**config.mk**
```make
export PLATFORM = sky130hd
export DESIGN_NAME = writeback_rollback_stage
export DESIGN_NICKNAME = d
export VERILOG_FILES = /design/src/rtl/writeback_rollback_stage.sv
export SDC_FILE = /design/constraint.sdc
export NUM_CORES = 1
export LEC_CHECK = 0
export BUFFER_PORTS_ARGS = -buffer_cell sky130_fd_sc_hd__buf_4
export CORE_AREA = 2 2 682 684
export CTS_BUF_LIST = sky130_fd_sc_hd__clkbuf_4
export CTS_CLUSTER_SIZE = 8
export DETAILED_ROUTE_END_ITERATION = 10
export DIE_AREA = 0 0 684 686
export GPL_TIMING_DRIVEN = 0
export PLACE_DENSITY_LB_ADDON = 0.15
export SYNTH_ARGS = -nofsm -noshare
export SYNTH_HDL_FRONTEND = slang
export SYNTH_SLANG_ARGS = --single-unit
export TNS_END_PERCENT = 100
```
**constraint.sdc**
```tcl
create_clock -name i_clk -period 15.3 [get_ports i_clk]
set_clock_uncertainty 0.1 [all_clocks]
set_input_delay 0 -clock i_clk [delete_from_list [all_inputs] [get_ports i_clk]]
set_output_delay 0 -clock i_clk [all_outputs]
set_load 0.02 [all_outputs]
```
**src/rtl/writeback_rollback_stage.sv**
```systemverilog
// Writeback / rollback stage: retires one result per cycle from the integer
// or memory pipe, drives the register-file write port, and broadcasts
// rollbacks. Per-thread squash counters discard wrong-path results that
// arrive after a rollback.
module writeback_rollback_stage #(
    parameter int THREADS_PER_CORE = 4,
    parameter int VECTOR_LANES     = 16,
    parameter int SQUASH_CYCLES    = 3,
    localparam int TW = $clog2(THREADS_PER_CORE),
    localparam int SW = $clog2(VECTOR_LANES),
    localparam int VW = 32 * VECTOR_LANES,
    localparam int CW = $clog2(SQUASH_CYCLES + 1)
) (
    input  logic                    i_clk,
    input  logic                    i_reset,
    input  logic                    i_ix_instruction_valid,
    input  logic                    i_ix_has_dest,
    input  logic [4:0]              i_ix_dest_reg,
    input  logic                    i_ix_dest_is_vector,
    input  logic                    i_ix_is_last_subcycle,
    input  logic [VW-1:0]           i_ix_result,
    input  logic [VECTOR_LANES-1:0] i_ix_mask_value,
    input  logic [TW-1:0]           i_ix_thread_idx,
    input  logic                    i_ix_rollback_en,
    input  logic [31:0]             i_ix_rollback_pc,
    input  logic                    i_ix_is_eret,
    input  logic [SW-1:0]           i_ix_subcycle,
    input  logic                    i_dd_instruction_valid,
    input  logic                    i_dd_has_dest,
    input  logic [4:0]              i_dd_dest_reg,
    input  logic                    i_dd_dest_is_vector,
    input  logic                    i_dd_is_last_subcycle,
    input  logic [VW-1:0]           i_dd_result,
    input  logic [VECTOR_LANES-1:0] i_dd_mask_value,
    input  logic [TW-1:0]           i_dd_thread_idx,
    input  logic                    i_dd_rollback_en,
    input  logic [31:0]             i_dd_rollback_pc,
    input  logic [SW-1:0]           i_dd_subcycle,
    output logic                    o_wb_rollback_en,
    output logic [TW-1:0]           o_wb_rollback_thread_idx,
    output logic [31:0]             o_wb_rollback_pc,
    output logic [SW-1:0]           o_wb_rollback_subcycle,
    output logic                    o_wb_eret,
    output logic [TW-1:0]           o_wb_eret_thread_idx,
    output logic                    o_wb_writeback_en,
    output logic [TW-1:0]           o_wb_writeback_thread_idx,
    output logic                    o_wb_writeback_is_vector,
    output logic [4:0]              o_wb_writeback_reg,
    output logic [VW-1:0]           o_wb_writeback_value,
    output logic [VECTOR_LANES-1:0] o_wb_writeback_mask,
    output logic                    o_wb_retire_en,
    output logic                    o_wb_conflict
);

    logic [CW-1:0]           r_squash_count [THREADS_PER_CORE];

    logic                    w_sel_dd;
    logic                    w_live;
    logic [TW-1:0]           w_thread;
    logic                    w_has_dest;
    logic                    w_rollback;
    logic                    w_writeback;
    logic                    w_retire;
    logic                    w_eret;
    logic [31:0]             w_rollback_pc;
    logic [SW-1:0]           w_rollback_subcycle;
    logic [VW-1:0]           w_result;
    logic [VW-1:0]           w_value;
    logic [VECTOR_LANES-1:0] w_mask;
    logic                    w_is_vector;
    logic [4:0]              w_dest_reg;
    logic                    w_last;

    // Select the older (memory) pipe on a collision, apply the squash check,
    // and form the next-cycle outputs.
    always_comb begin
        w_sel_dd            = i_dd_instruction_valid;
        w_thread            = w_sel_dd ? i_dd_thread_idx : i_ix_thread_idx;
        w_live              = (i_dd_instruction_valid || i_ix_instruction_valid)
                              && (r_squash_count[w_thread] == '0);
        w_has_dest          = w_sel_dd ? i_dd_has_dest : i_ix_has_dest;
        w_dest_reg          = w_sel_dd ? i_dd_dest_reg : i_ix_dest_reg;
        w_is_vector         = w_sel_dd ? i_dd_dest_is_vector : i_ix_dest_is_vector;
        w_last              = w_sel_dd ? i_dd_is_last_subcycle : i_ix_is_last_subcycle;
        w_result            = w_sel_dd ? i_dd_result : i_ix_result;
        w_rollback          = w_live && (w_sel_dd ? i_dd_rollback_en : i_ix_rollback_en);
        w_rollback_pc       = w_sel_dd ? i_dd_rollback_pc : i_ix_rollback_pc;
        w_rollback_subcycle = w_sel_dd ? i_dd_subcycle : '0;
        // A taken branch with a link register still writes; only a load
        // that is being replayed suppresses its write and retirement.
        w_writeback         = w_live && w_has_dest && !(w_sel_dd && i_dd_rollback_en);
        w_retire            = w_live && w_last && !(w_sel_dd && i_dd_rollback_en);
        w_eret              = w_live && !w_sel_dd && i_ix_is_eret;
        w_value             = '0;
        w_mask              = '1;
        if (w_is_vector) begin
            w_value = w_result;
            w_mask  = w_sel_dd ? i_dd_mask_value : i_ix_mask_value;
        end else begin
            w_value[31:0] = w_result[31:0];
        end
    end

    // Register all outputs; unused fields are held at zero when their strobe is low.
    always_ff @(posedge i_clk or posedge i_reset) begin
        if (i_reset) begin
            o_wb_rollback_en          <= 1'b0;
            o_wb_rollback_thread_idx  <= '0;
            o_wb_rollback_pc          <= '0;
            o_wb_rollback_subcycle    <= '0;
            o_wb_eret                 <= 1'b0;
            o_wb_eret_thread_idx      <= '0;
            o_wb_writeback_en         <= 1'b0;
            o_wb_writeback_thread_idx <= '0;
            o_wb_writeback_is_vector  <= 1'b0;
            o_wb_writeback_reg        <= '0;
            o_wb_writeback_value      <= '0;
            o_wb_writeback_mask       <= '0;
            o_wb_retire_en            <= 1'b0;
            o_wb_conflict             <= 1'b0;
        end else begin
            o_wb_rollback_en          <= w_rollback;
            o_wb_rollback_thread_idx  <= w_rollback ? w_thread : '0;
            o_wb_rollback_pc          <= w_rollback ? w_rollback_pc : '0;
            o_wb_rollback_subcycle    <= w_rollback ? w_rollback_subcycle : '0;
            o_wb_eret                 <= w_eret;
            o_wb_eret_thread_idx      <= w_eret ? w_thread : '0;
            o_wb_writeback_en         <= w_writeback;
            o_wb_writeback_thread_idx <= w_writeback ? w_thread : '0;
            o_wb_writeback_is_vector  <= w_writeback && w_is_vector;
            o_wb_writeback_reg        <= w_writeback ? w_dest_reg : '0;
            o_wb_writeback_value      <= w_writeback ? w_value : '0;
            o_wb_writeback_mask       <= w_writeback ? w_mask : '0;
            o_wb_retire_en            <= w_retire;
            o_wb_conflict             <= i_ix_instruction_valid && i_dd_instruction_valid;
        end
    end

    // Squash counters: a rollback reloads its thread's counter, otherwise
    // nonzero counters count down to zero.
    always_ff @(posedge i_clk or posedge i_reset) begin
        if (i_reset) begin
            for (int t = 0; t < THREADS_PER_CORE; t++) begin
                r_squash_count[t] <= '0;
            end
        end else begin
            for (int t = 0; t < THREADS_PER_CORE; t++) begin
                if (w_rollback && (w_thread == TW'(t))) begin
                    r_squash_count[t] <= CW'(SQUASH_CYCLES);
                end else if (r_squash_count[t] != '0) begin
                    r_squash_count[t] <= r_squash_count[t] - 1'b1;
                end
            end
        end
    end

endmodule
```
==> results by group, run 1 <==
Die
  – Die W: 684 um
  – Die Span Y: slightly below 700 um
  – Row cnt: 250
  – IO Count: 1,736
  – Initial Utilization: 5.07%

CTS
  – Deepest clock path buffer count: 4
  – Resized Gates After CTS: 0
  – Hold Buf Count CTS: roughly 2,100
  – Num CTS Buffers: 216
  – Clock root buffer: clkbuf_4
  – Max H-tree Level: 4
  – Clk sinks: 589
  – Post-CTS Repair Setup Buffers: 0

Placed design
  – Port buffer count: between 1,500 and 2,000
  – HPWL after DPL: between 200,000 and 300,000 um
  – Dpl ws: 10.51 ns
  – GPL Wtd Cong: 0.892

Synthesis
  – Fraction of registers with async set/reset: 100%
  – Cell area after synthesis: 23,400 um2
  – #FFs+latches synth: slightly below 600
  – Count leader, synth: dfrtp_1
  – Commonest cells in the netlist: dfrtp_1 (589), nor3_1 (531), a22oi_1 (517), clkbuf_1 (165), buf_2 (59)
  – Cell count after synthesis: 2,054
  – Cell taking the most area after synthesis: dfrtp_1
  – Number of enable flip-flop cells after synthesis: 0
  – Synth top area share: ~63%
  – Ys Warns: 0
  – Synth top area cells: dfrtp_1 (63%), a22oi_1 (17%), nor3_1 (11%)
  – Synth Flop Type: dfrtp_1
  – Avg Inst Size Synth: 11.4 um2
  – Seq/Total Area, Yosys: a little over three fifths
  – Netlist cell types: 36
  – Net Count, Synth: around 3,200

Run status
  – Status: aborted with a tool error
  – Stop err: [ERROR RSZ-0060] Max buffer count reached.
  – Stopped at: clock tree synthesis (4_1_cts)
[through the flow]
step           cell area (um2)  hold slack [ns]  utilization (%)  cells
2_1_floorplan            23400          0.00786                -   2054
3_3_place_gp             44100            0.135             9.56   9959
3_5_place_dp             44700          -0.0306             9.68   9985
[logic make-up after synthesis]
family / Yosys count / share of synthesized area [%]
AND/OR/NAND/NOR: 611 / 12.8
AO/OA/AOI/OAI: 553 / 17.6
XOR/XNOR: 4 / 0.150
adder cells (fa/ha/maj): 4 / 0.214
flip-flops: 589 / 62.9
buffers and inverters: 256 / 4.67
multiplexers: 37 / 1.62
==> run 2, diff against run 1 <==
--- a/config.mk
+++ b/config.mk
@@ -7,8 +7,6 @@
 export LEC_CHECK = 0
 export BUFFER_PORTS_ARGS = -buffer_cell sky130_fd_sc_hd__buf_4
 export CORE_AREA = 2 2 682 684
-export CTS_BUF_LIST = sky130_fd_sc_hd__clkbuf_4
-export CTS_CLUSTER_SIZE = 8
 export DETAILED_ROUTE_END_ITERATION = 10
 export DIE_AREA = 0 0 684 686
 export GPL_TIMING_DRIVEN = 0
==> constraint.sdc (replaced) <==
create_clock -name i_clk -period 19.9 [get_ports i_clk]
set_clock_uncertainty 0.1 [all_clocks]
set_input_delay 0 -clock i_clk [delete_from_list [all_inputs] [get_ports i_clk]]
set_output_delay 0 -clock i_clk [all_outputs]
set_load 0.02 [all_outputs]
==> results by group, run 2 <==
Run status
  – Status: finished clean

STA
  – Final setup fails: 0
  – Max Fclk: 199 MHz
  – Unrepaired setup endpoints after global routing: false
  – Worst slew pin tran: between 1 and 1.5 ns
  – Final Critical Period: around 5.0 ns
  – Tcrit/Tclk final: about a quarter
  – Max_slew headroom: roughly an eighth
  – Final Hold Viols: 0
  – Slew Limit Fails: 0
  – Sum Neg Setup Slack: 0 ns

Worst hold path
  – Hold path depth: 3
  – Hold Path Class: input port to register

Die
  – Die Span Y: 686 um (unchanged)
  – Die W: 684 um (unchanged)
  – Initial Utilization: 5.07% (unchanged)
  – Row cnt: 250 (unchanged)
  – IO Count: 1,736 (unchanged)
  – Core Area: 462,000 um2
  – Full die area: roughly 470,000 um2

Power
  – Maximum vdd ir drop: between 0.06 and 0.07 mV
  – Sw power: between 1000 and 1500 uW
  – Reg power frac: between 20% and 30%
  – Switching Share: 33.6%
  – Internal power: approximately 2900 uW
  – Power Density: about 67 nW/um2
  – Pleak: around 0.028 uW
  – Comb power frac: a little under 30%
  – Clk network pwr share: between 40% and 50%

Placed design
  – GPL Wtd Cong: 0.886 (-0.68%)
  – Port buffer count: 1,731 (unchanged)
  – HPWL after DPL: 294,000 um (-1.5%)

Layout
  – Fin nets: between 6,000 and 7,000
  – Utilization after layout: around 14%
  – Area delta synth->final: 178%
  – Largest registers: o_wb_writeback_value (512), o_wb_rollback_pc (32), o_wb_writeback_mask (16)
  – Proportion of layout cells with a drive suffix above 1: a little over a third
  – Top reg by flops: o_wb_writeback_value
  – Largest register FFs: ~510
  – Most frequent cells in the layout: buf_4 (1,738), dlygate4sd3_1 (1,738), dfrtp_1 (589)

Synthesis
  – Ys Warns: 0 (unchanged)
  – Number of enable flip-flop cells after synthesis: 0 (unchanged)
  – Synth Flop Type: dfrtp_1
  – Cell taking the most area after synthesis: dfrtp_1
  – Commonest cells in the netlist: dfrtp_1 (589), nor3_1 (531), a22oi_1 (517), clkbuf_1 (165), buf_2 (59)
  – Synth top area cells: dfrtp_1 (63%), a22oi_1 (17%), nor3_1 (11%)
  – Net Count, Synth: 3,213 (unchanged)
  – Cell area after synthesis: 23,400 um2 (unchanged)
  – #FFs+latches synth: 589 (unchanged)
  – Netlist cell types: 36 (unchanged)
  – Fraction of registers with async set/reset: 100% (unchanged)
  – Seq/Total Area, Yosys: 62.9% (unchanged)
  – Cell count after synthesis: 2,054 (unchanged)
  – Synth top area share: 62.9% (unchanged)
  – Avg Inst Size Synth: 11.4 um2 (unchanged)
  – Count leader, synth: dfrtp_1

Critical path
  – Critical Path RT: 20.41 ns
  – FF-to-FF setup slack: approximately 16 ns
  – RR Startpoint: r_squash_count[6]
  – End of the critical path: o_wb_writeback_value[489]
  – CP Launch Type: input port
  – Crit path max fanout: 10
  – R2R depth: 9
  – Critical Path Sink Type: register
  – Setup crit start: i_dd_instruction_valid
  – Crit path DAT: 5.53 ns
  – RR Endpoint: o_wb_writeback_reg[1]
  – CP Class: input port to register

Flow run
  – Max_cap viols: 0

Detailed routing
  – Via/cell ratio: 2.89
  – Post-DRT Antenna Nets: 0
  – Avg WL per Cell: ~28 um
  – Drt pass-1 iters: 8
  – DRC Markers: 0
  – WL final: 338,000 um
  – Vias: 34,390
  – Detailed Route Iter0 Violations: approximately 2,000

CTS
  – Num CTS Buffers: 98 (-55%)
  – Clock-pin slew on the worst setup and hold paths: about 0.060 ns
  – Clock root buffer: clkbuf_16
  – CTS tree: built
  – Max H-tree Level: 3 (-1)
  – Clk sinks: 589 (unchanged)
  – Deepest clock path buffer count: 4 (unchanged)
  – Clock latency on the worst-skew pair: between 0.8 and 0.9 ns

GRT
  – Overflow after GRT: 0
  – Antenna violations before repair: roughly 120
  – Largest net degree at the start of global routing: 102
  – Tot GR Track Use: between 10% and 20%
  – Vias in the first global route: around 38,000
  – First-pass GRT wire length: approximately 420,000 um
## run 2: area by class of cell
cell class / instances / area, um2
timing repair buffer: 3484 / 30700
inverter: 11 / 48.8
multi-input combinational: 1209 / 7610
clock inverter: 39 / 482
clock buffer: 131 / 2790
buffer: 245 / 1060
sequential: 589 / 14700
tap: 6174 / 7720
fill: 52722 / 397000
antenna: 26 / 65.1
## run 2: critical path, stage by stage
cell	delay (ns)
dlygate4sd3_1	0.56
buf_4	0.16
and2_1	0.19
clkbuf_1	0.48
buf_2	1.00
buf_2	0.75
clkbuf_1	0.87
a22oi_1	0.19
dlygate4sd3_1	0.65
nor3_1	0.61
## run 2: layer usage
| layer | vias up | part of all wire, % | global-route usage [%] |
|---|---|---|---|
| met5 | - | 0.078 | 0 |
| met1 | 17376 | 37 | 15.0 |
| met4 | 38 | 3.5 | 3.93 |
| met2 | 1582 | 50 | 24.9 |
| met3 | 442 | 9.6 | 5.66 |
| li1 | 14952 | - | - |
## run 2: cells by family after synthesis
logic type,Yosys count,share of synthesized area [%]
AO/OA/AOI/OAI,553,17.6
XOR/XNOR,4,0.150
adder cells (fa/ha/maj),4,0.214
buffers and inverters,256,4.67
flip-flops,589,62.9
multiplexers,37,1.62
AND/OR/NAND/NOR,611,12.8
## run 2: power groups by stage
| stage | Sequential [uW] | Combinational (uW) | Clock, uW |
|---|---|---|---|
| floorplan | 1360 | 291 | 0 |
| global route | 1290 | 1380 | 1950 |
| global placement | 1310 | 1010 | 0 |
| CTS | 1290 | 1320 | 1920 |
| finish | 1280 | 1290 | 1820 |
| detailed placement | 1310 | 1020 | 0 |
## run 2: through the flow
stage	hold WS (ns)	setup WS, ns	total power (uW)	area [um2]	instances
final	0.0375	14.87	4390	65200	11908
after global routing	0.0428	14.37	4620	65200	11892
after CTS	0.000601	14.15	4520	65100	11880
after detailed placement	0.0822	14.36	2320	44500	9974
after global placement	0.138	-9.08	2320	44100	9959
after floorplan	0.00786	3.32	1650	23400	2054
## run 2: what timing repair did
action / CTS / global route
buffers inserted: 0 / 0
hold endpoints to repair: 814 / 1
gates resized for setup: 0 / 0
hold buffers: 1736 / 2
## run 2: how the worst min path moves through the flow
stage,from,to,slack (ns)
2_1_floorplan,i_dd_subcycle[0],o_wb_rollback_subcycle[0],0.008
3_3_place_gp,i_ix_instruction_valid,o_wb_conflict,0.14
3_5_place_dp,i_reset,o_wb_writeback_value[332],0.08
4_1_cts,i_ix_result[359],o_wb_writeback_value[359],0.0006
5_1_grt,i_ix_mask_value[7],o_wb_writeback_mask[7],0.04
6_report,i_dd_result[491],o_wb_writeback_value[491],0.04
Power figures use the tool's default switching activity.
==> run 3, diff against run 2 <==
==> constraint.sdc (replaced) <==
create_clock -name i_clk -period 4.15 [get_ports i_clk]
set_clock_uncertainty 0.1 [all_clocks]
set_input_delay 0 -clock i_clk [delete_from_list [all_inputs] [get_ports i_clk]]
set_output_delay 0 -clock i_clk [all_outputs]
set_load 0.02 [all_outputs]
==> results by group, run 3 (synthesis gave the netlist of run 2 again) <==
Run status
  – Status: complete, but fails checks
  – Failing checks: max-capacitance violations, max-slew violations

STA
  – Worst slew pin tran: 1.55 ns (+0.229 ns)
  – Final Hold Viols: 0 (unchanged)
  – Final setup fails: 0 (unchanged)
  – Tcrit/Tclk final: 94.2%
  – Max_slew headroom: -4.20% (-16 points)
  – WHS: 0.0406 ns (+0.00304 ns)
  – Unrepaired setup endpoints after global routing: false
  – Final Critical Period: between 3 and 4 ns
  – Slew Limit Fails: 4 (+4)
  – Sum Neg Setup Slack: 0 ns (unchanged)
  – Max Fclk: about 260 MHz

Critical path
  – RR Endpoint: o_wb_writeback_value[0]
  – Critical Path RT: 4.70 ns (-15.71 ns)
  – R2R depth: 9 (unchanged)
  – CP Class: input port to register
  – Critical Path Sink Type: register
  – RR Startpoint: r_squash_count[6]
  – FF-to-FF setup slack: 0.56 ns (-15.76 ns)
  – CP Launch Type: input port
  – Crit path max fanout: 10 (unchanged)
  – Crit path DAT: 4.46 ns (-1.07 ns)

Placed design
  – HPWL after DPL: 298,000 um (+1.5%)
  – Port buffer count: 1,731 (unchanged)
  – GPL Wtd Cong: 0.892 (+0.69%)
  – Post-Place Cells: 9,985 (+0.11%)

Layout
  – Top reg by flops: o_wb_writeback_value
  – Layout fillers: 52,740 (+0.034%)
  – Leading cell type in the layout, fill and taps excluded: dlygate4sd3_1
  – Proportion of layout cells with a drive suffix above 1: 34.8% (-0.11 points)
  – Finished Layout Cells: 11,952 (+0.37%)
  – Largest registers: o_wb_writeback_value (512), o_wb_rollback_pc (32), o_wb_writeback_mask (16)
  – Most frequent cells in the layout: dlygate4sd3_1 (1,761), buf_4 (1,740), dfrtp_1 (589)
  – Multi-input logic area: 7610 um2 (about the same)
  – Storage cell area: 14,700 um2 (unchanged)
  – Area delta synth->final: 180%
  – Largest register FFs: 512 (unchanged)
  – Fin nets: 6,830 (+0.49%)

Flow run
  – Max_cap viols: 2 (+2)

CTS
  – Clock root buffer: clkbuf_16
  – Num CTS Buffers: 97 (-1.0%)
  – Clk sinks: 589 (unchanged)
  – Deepest clock path buffer count: 4 (unchanged)
  – Max H-tree Level: 3 (unchanged)
  – Clock-pin slew on the worst setup and hold paths: 0.06 ns (about the same)
  – CTS tree: built
  – Clock latency on the worst-skew pair: 0.85 ns (about the same)

Power
  – Pleak: 0.0280 uW (about the same)
  – Power Density: 320 nW/um2 (+380%)
  – Post-route total power: 21,000 uW (+380%)
  – Switching Share: 33.9% (+0.34 points)
  – Sw power: 7140 uW (+380%)
  – Comb power frac: 29.5% (+0.2 points)
  – Reg power frac: 29.3% (about the same)
  – Internal power: 13,900 uW (+380%)
  – Clk network pwr share: 41.2% (-0.2 points)
  – Maximum vdd ir drop: 0.314 mV (+400%)

Die
  – Die Span Y: 686 um (unchanged)
  – IO Count: 1,736 (unchanged)
  – Die W: 684 um (unchanged)
  – Initial Utilization: 5.07% (unchanged)
  – Core Area: 462,000 um2 (unchanged)
  – Row cnt: 250 (unchanged)
  – Full die area: 469,000 um2 (unchanged)

Detailed routing
  – Detailed Route Iter0 Violations: 2,498 (+25%)
  – Vias: 34,537 (+0.43%)
  – WL final: 341,000 um (+0.80%)
  – Via/cell ratio: 2.89 (about the same)
  – Drt pass-1 iters: 6 (-2)
  – Post-DRT Antenna Nets: 0 (unchanged)
  – Avg WL per Cell: 28.5 um (+0.42%)
  – DRC Markers: 0 (unchanged)

GRT
  – Vias in the first global route: 37,034 (-1.9%)
  – First-pass GRT wire length: 422,000 um (+0.22%)
  – Largest net degree at the start of global routing: 37 (-64%)
  – Tot GR Track Use: 14.0% (+0.090 points)
  – Antenna violations before repair: 120 (+0.84%)
  – Overflow after GRT: 0 (unchanged)

Worst hold path
  – Hold path depth: 3 (unchanged)
  – Hold path start: i_ix_result[251]
  – Hold Path Class: input port to register
  – Hold path endpoint: o_wb_writeback_value[251]
## run 3: changes by cell type in the layout (fill, tap and decap cells not counted), sizes merged
cell / previous run / this run
dlygate4sd3: 1738 / 1761
bufinv: 8 / 6
clkinvlp: 6 / 10
clkbuf: 301 / 306
inv: 15 / 12
buf: 1821 / 1832
diode: 26 / 32
## run 3: power groups by stage
stage / logic [uW] / clock network (uW) / registers, uW
2_1_floorplan: 1390 / 0 / 6520
3_5_place_dp: 4850 / 0 / 6270
3_3_place_gp: 4770 / 0 / 6290
6_report: 6200 / 8650 / 6170
5_1_grt: 6610 / 9290 / 6190
4_1_cts: 6350 / 9140 / 6170
## run 3: critical path, stage by stage
cell and delay [ns]:
buf_4 0.14, and2_1 0.19, clkbuf_1 0.52, buf_4 0.47, buf_12 0.23, buf_2 0.64
clkbuf_1 0.61, a22oi_1 0.30, dlygate4sd3_1 0.71, nor3_1 0.47
## run 3: timing repair
action | in CTS | in global routing
setup buffers | 0 | 0
gates resized for setup | 0 | 0
endpoints found under the hold margin | 870 | 0
hold buffers | 1761 | 0
## run 3: through the flow
stage | worst slack [ns] | util (%) | cell area [um2]
after global routing | 0.00819 | 14.2 | 65600
after detailed placement | -0.639 | 9.68 | 44700
after global placement | -10.42 | 9.56 | 44100
after floorplan | -3.98 | - | 23400
after CTS | 0.00163 | 14.2 | 65600
final | 0.241 | 14.2 | 65600
## run 3: cell type report
class,count,share of cell area (%)
flip-flops and latches,589,22.5
repair buffers,3518,47.4
clock buffers,136,4.24
plain buffers,245,1.62
well taps,6174,11.8
multi-input cells,1209,11.6
diodes,32,0.122
inverters,11,0.0686
clock inverters,38,0.677
## run 3: metal layers
metal  routed length (um)  GRT usage [%]
met5                  265              0
met3                34800           6.11
met2               173000           25.3
met4                10700           3.64
met1               123000           14.7
## run 3: worst max path at each step
stage                           start  cells past startpoint                         to  slack [ns]
6_report          i_dd_dest_is_vector                     10  o_wb_writeback_value[504]        0.24
5_1_grt              i_dd_rollback_en                     10  o_wb_writeback_value[500]       0.008
4_1_cts              i_dd_rollback_en                     10  o_wb_writeback_value[474]       0.002
3_5_place_dp   i_dd_instruction_valid                      8  o_wb_writeback_value[466]       -0.64
3_3_place_gp                  i_reset                      2  o_wb_writeback_value[511]      -10.42
2_1_floorplan                 i_reset                      1              o_wb_conflict       -3.98
==> run 4, diff against run 3 <==
--- a/config.mk
+++ b/config.mk
@@ -6,9 +6,9 @@
 export NUM_CORES = 1
 export LEC_CHECK = 0
 export BUFFER_PORTS_ARGS = -buffer_cell sky130_fd_sc_hd__buf_4
-export CORE_AREA = 2 2 682 684
+export CORE_AREA = 2 2 670 672
 export DETAILED_ROUTE_END_ITERATION = 10
-export DIE_AREA = 0 0 684 686
+export DIE_AREA = 0 0 672 674
 export GPL_TIMING_DRIVEN = 0
 export PLACE_DENSITY_LB_ADDON = 0.15
 export SYNTH_ARGS = -nofsm -noshare
==> results by group, run 4 (synthesis gave the netlist of run 2 again) <==
Worst hold path
  – Hold Path Class: input port to register
  – Hold path endpoint: o_wb_writeback_value[298]
  – Hold path depth: 3 (unchanged)
  – Hold path start: i_dd_result[298]

Critical path
  – CP Launch Type: input port
  – Bufs and invs on worst path: 7 (unchanged)
  – FF-to-FF setup slack: 0.51 ns (-0.05 ns)
  – Slowest CP cell: clkbuf_1
  – Crit path max fanout: 10 (unchanged)
  – RR Startpoint: r_squash_count[6]
  – Critical Path RT: 4.71 ns (about the same)
  – RR Endpoint: o_wb_writeback_value[68]
  – CP Class: input port to register
  – Crit path DAT: 4.44 ns (-0.02 ns)
  – Critical Path Sink Type: register
  – R2R depth: 8 (-1)
  – Cell breakdown of the critical path: buf_4 -> dlygate4sd3_1 -> inv_1 -> and3_1 -> nor2_4 -> buf_2 -> clkbuf_1 -> clkbuf_1 -> nor3_1 -> dlygate4sd3_1
  – Top Family by Delay on Critical Path: buffers and inverters
  – Critical Path Max Stage Delay: 1.02 ns (+0.31 ns)

Die
  – Full die area: 453,000 um2 (-3.5%)
  – IO Count: 1,736 (unchanged)
  – Row cnt: 246 (-1.6%)
  – Die Span Y: 674 um (-1.7%)
  – Core Area: 447,000 um2 (-3.3%)
  – Die W: 672 um (-1.8%)
  – Initial Utilization: 5.24% (+0.17 points)

Layout
  – Top reg by flops: o_wb_writeback_value
  – Finished Layout Cells: 11,555 (-3.3%)
  – Proportion of layout cells with a drive suffix above 1: 36.1% (+1.3 points)
  – Fin nets: 6,653 (-2.6%)
  – Largest registers: o_wb_writeback_value (512), o_wb_rollback_pc (32), o_wb_writeback_mask (16)
  – Area delta synth->final: 172%
  – Most frequent cells in the layout: buf_4 (1,738), dlygate4sd3_1 (1,578), dfrtp_1 (589)
  – Utilization after layout: 14.3% (+0.059 points)
  – Largest register FFs: 512 (unchanged)
  – Leading cell type in the layout, fill and taps excluded: buf_4
  – Post-route cell area: 63,700 um2 (-2.9%)

GRT
  – Tot GR Track Use: 14.5% (+0.51 points)
  – Antenna violations before repair: 76 (-37%)
  – Largest net degree at the start of global routing: 39 (+5.4%)
  – Overflow after GRT: 0 (unchanged)
  – First-pass GRT wire length: 421,000 um (-0.35%)
  – Vias in the first global route: 36,952 (-0.22%)

STA
  – Final setup fails: 0 (unchanged)
  – Tcrit/Tclk final: 93.4% (-0.84 points)
  – Final Critical Period: 3.87 ns (-0.0350 ns)
  – Max Fclk: 258 MHz (+0.90%)
  – Worst slew pin tran: 1.46 ns (-0.0865 ns)
  – Final Hold Viols: 0 (unchanged)
  – Slew Limit Fails: 0 (-4)
  – Sum Neg Setup Slack: 0 ns (unchanged)
  – Unrepaired setup endpoints after global routing: false
  – Max_slew headroom: 2.36% (+6.6 points)

Run status
  – Status: finished clean

CTS
  – Clock latency on the worst-skew pair: 0.82 ns (-0.03 ns)
  – Max H-tree Level: 3 (unchanged)
  – Post-CTS Repair Setup Buffers: 0 (unchanged)
  – Clock root buffer: clkbuf_16
  – Resized Gates After CTS: 0 (unchanged)
  – Deepest clock path buffer count: 4 (unchanged)
  – Clock-pin slew on the worst setup and hold paths: 0.06 ns (about the same)
  – Clk sinks: 589 (unchanged)
  – CTS tree: built
  – Num CTS Buffers: 97 (unchanged)

Power
  – Pleak: 0.0273 uW (-2.7%)
  – Maximum vdd ir drop: 0.323 mV (+2.8%)
  – Power Density: 331 nW/um2 (+3.4%)

Placed design
  – GPL Wtd Cong: 0.973 (+9.1%)
  – Post-Place Cells: 9,770 (-2.2%)
  – HPWL after DPL: 301,000 um (+0.84%)
  – Placed cell area: 44,600 um2 (-0.30%)
  – Port buffer count: 1,731 (unchanged)

Detailed routing
  – Drt pass-1 iters: 7 (+1)
  – Via/cell ratio: 2.91 (+0.60%)
  – Detailed Route Iter0 Violations: 1,991 (-20%)
  – Vias: 33,590 (-2.7%)
  – WL final: 341,000 um (+0.12%)
  – Avg WL per Cell: 29.6 um (+3.6%)
  – DRC Markers: 0 (unchanged)
  – Post-DRT Antenna Nets: 0 (unchanged)

Flow run
  – Max_cap viols: 0 (-2)
run 4: worst max-delay path by stage:
| stage | slack [ns] | end | from | cells past startpoint |
|---|---|---|---|---|
| 6_report | 0.28 | o_wb_writeback_value[419] | i_dd_rollback_en | 10 |
| 5_1_grt | 0.03 | o_wb_writeback_value[494] | i_dd_instruction_valid | 10 |
| 4_1_cts | 0.02 | o_wb_writeback_value[419] | i_dd_rollback_en | 10 |
| 3_5_place_dp | -1.00 | o_wb_writeback_value[489] | i_dd_instruction_valid | 10 |
| 3_3_place_gp | -10.45 | o_wb_writeback_value[165] | i_reset | 2 |
| 2_1_floorplan | -3.98 | o_wb_conflict | i_reset | 1 |
run 4: repair_timing:
item	4_1_cts	5_1_grt
hold buffers	1578	0
endpoints found under the setup margin	3	0
hold endpoints to repair	738	0
run 4: cell type report:
| class | instances | area (um2) |
|---|---|---|
| timing repair buffer | 3342 | 29400 |
| antenna | 36 | 90.1 |
| multi-input combinational | 1209 | 7660 |
| clock inverter | 41 | 562 |
| fill | 50957 | 383000 |
| tap | 5952 | 7450 |
| sequential | 589 | 14700 |
| inverter | 11 | 45.0 |
| clock buffer | 131 | 2700 |
| buffer | 244 | 1050 |
run 4: metrics by stage:
stage / hold WS [ns] / worst slack, ns / power, uW
final: 0.0378 / 0.275 / 21100
after global placement: 0.139 / -10.45 / 11200
after detailed placement: -0.127 / -1.00 / 11300
after global routing: 0.0105 / 0.0284 / 22200
after CTS: 0.000560 / 0.0204 / 21800
after floorplan: 0.00786 / -3.98 / 7910
run 4: per-layer routing:
layer	GRT usage, %	vias up	share of wire [%]
li1	-	14680	-
met5	0	-	0.020
met1	14.8	17055	35
met3	5.87	304	9.6
met2	27.2	1541	53
met4	3.68	10	2.8
run 4: power by group:
group | total (uW) | internal [uW] | switching (uW)
registers | 6150 | 6020 | 135
clock network | 8810 | 5280 | 3520
logic | 6140 | 2690 | 3440
run 4: worst min-delay path, stage by stage:
cell	delay (ns)
buf_4	0.08
a22oi_1	0.24
nor3_1	0.49
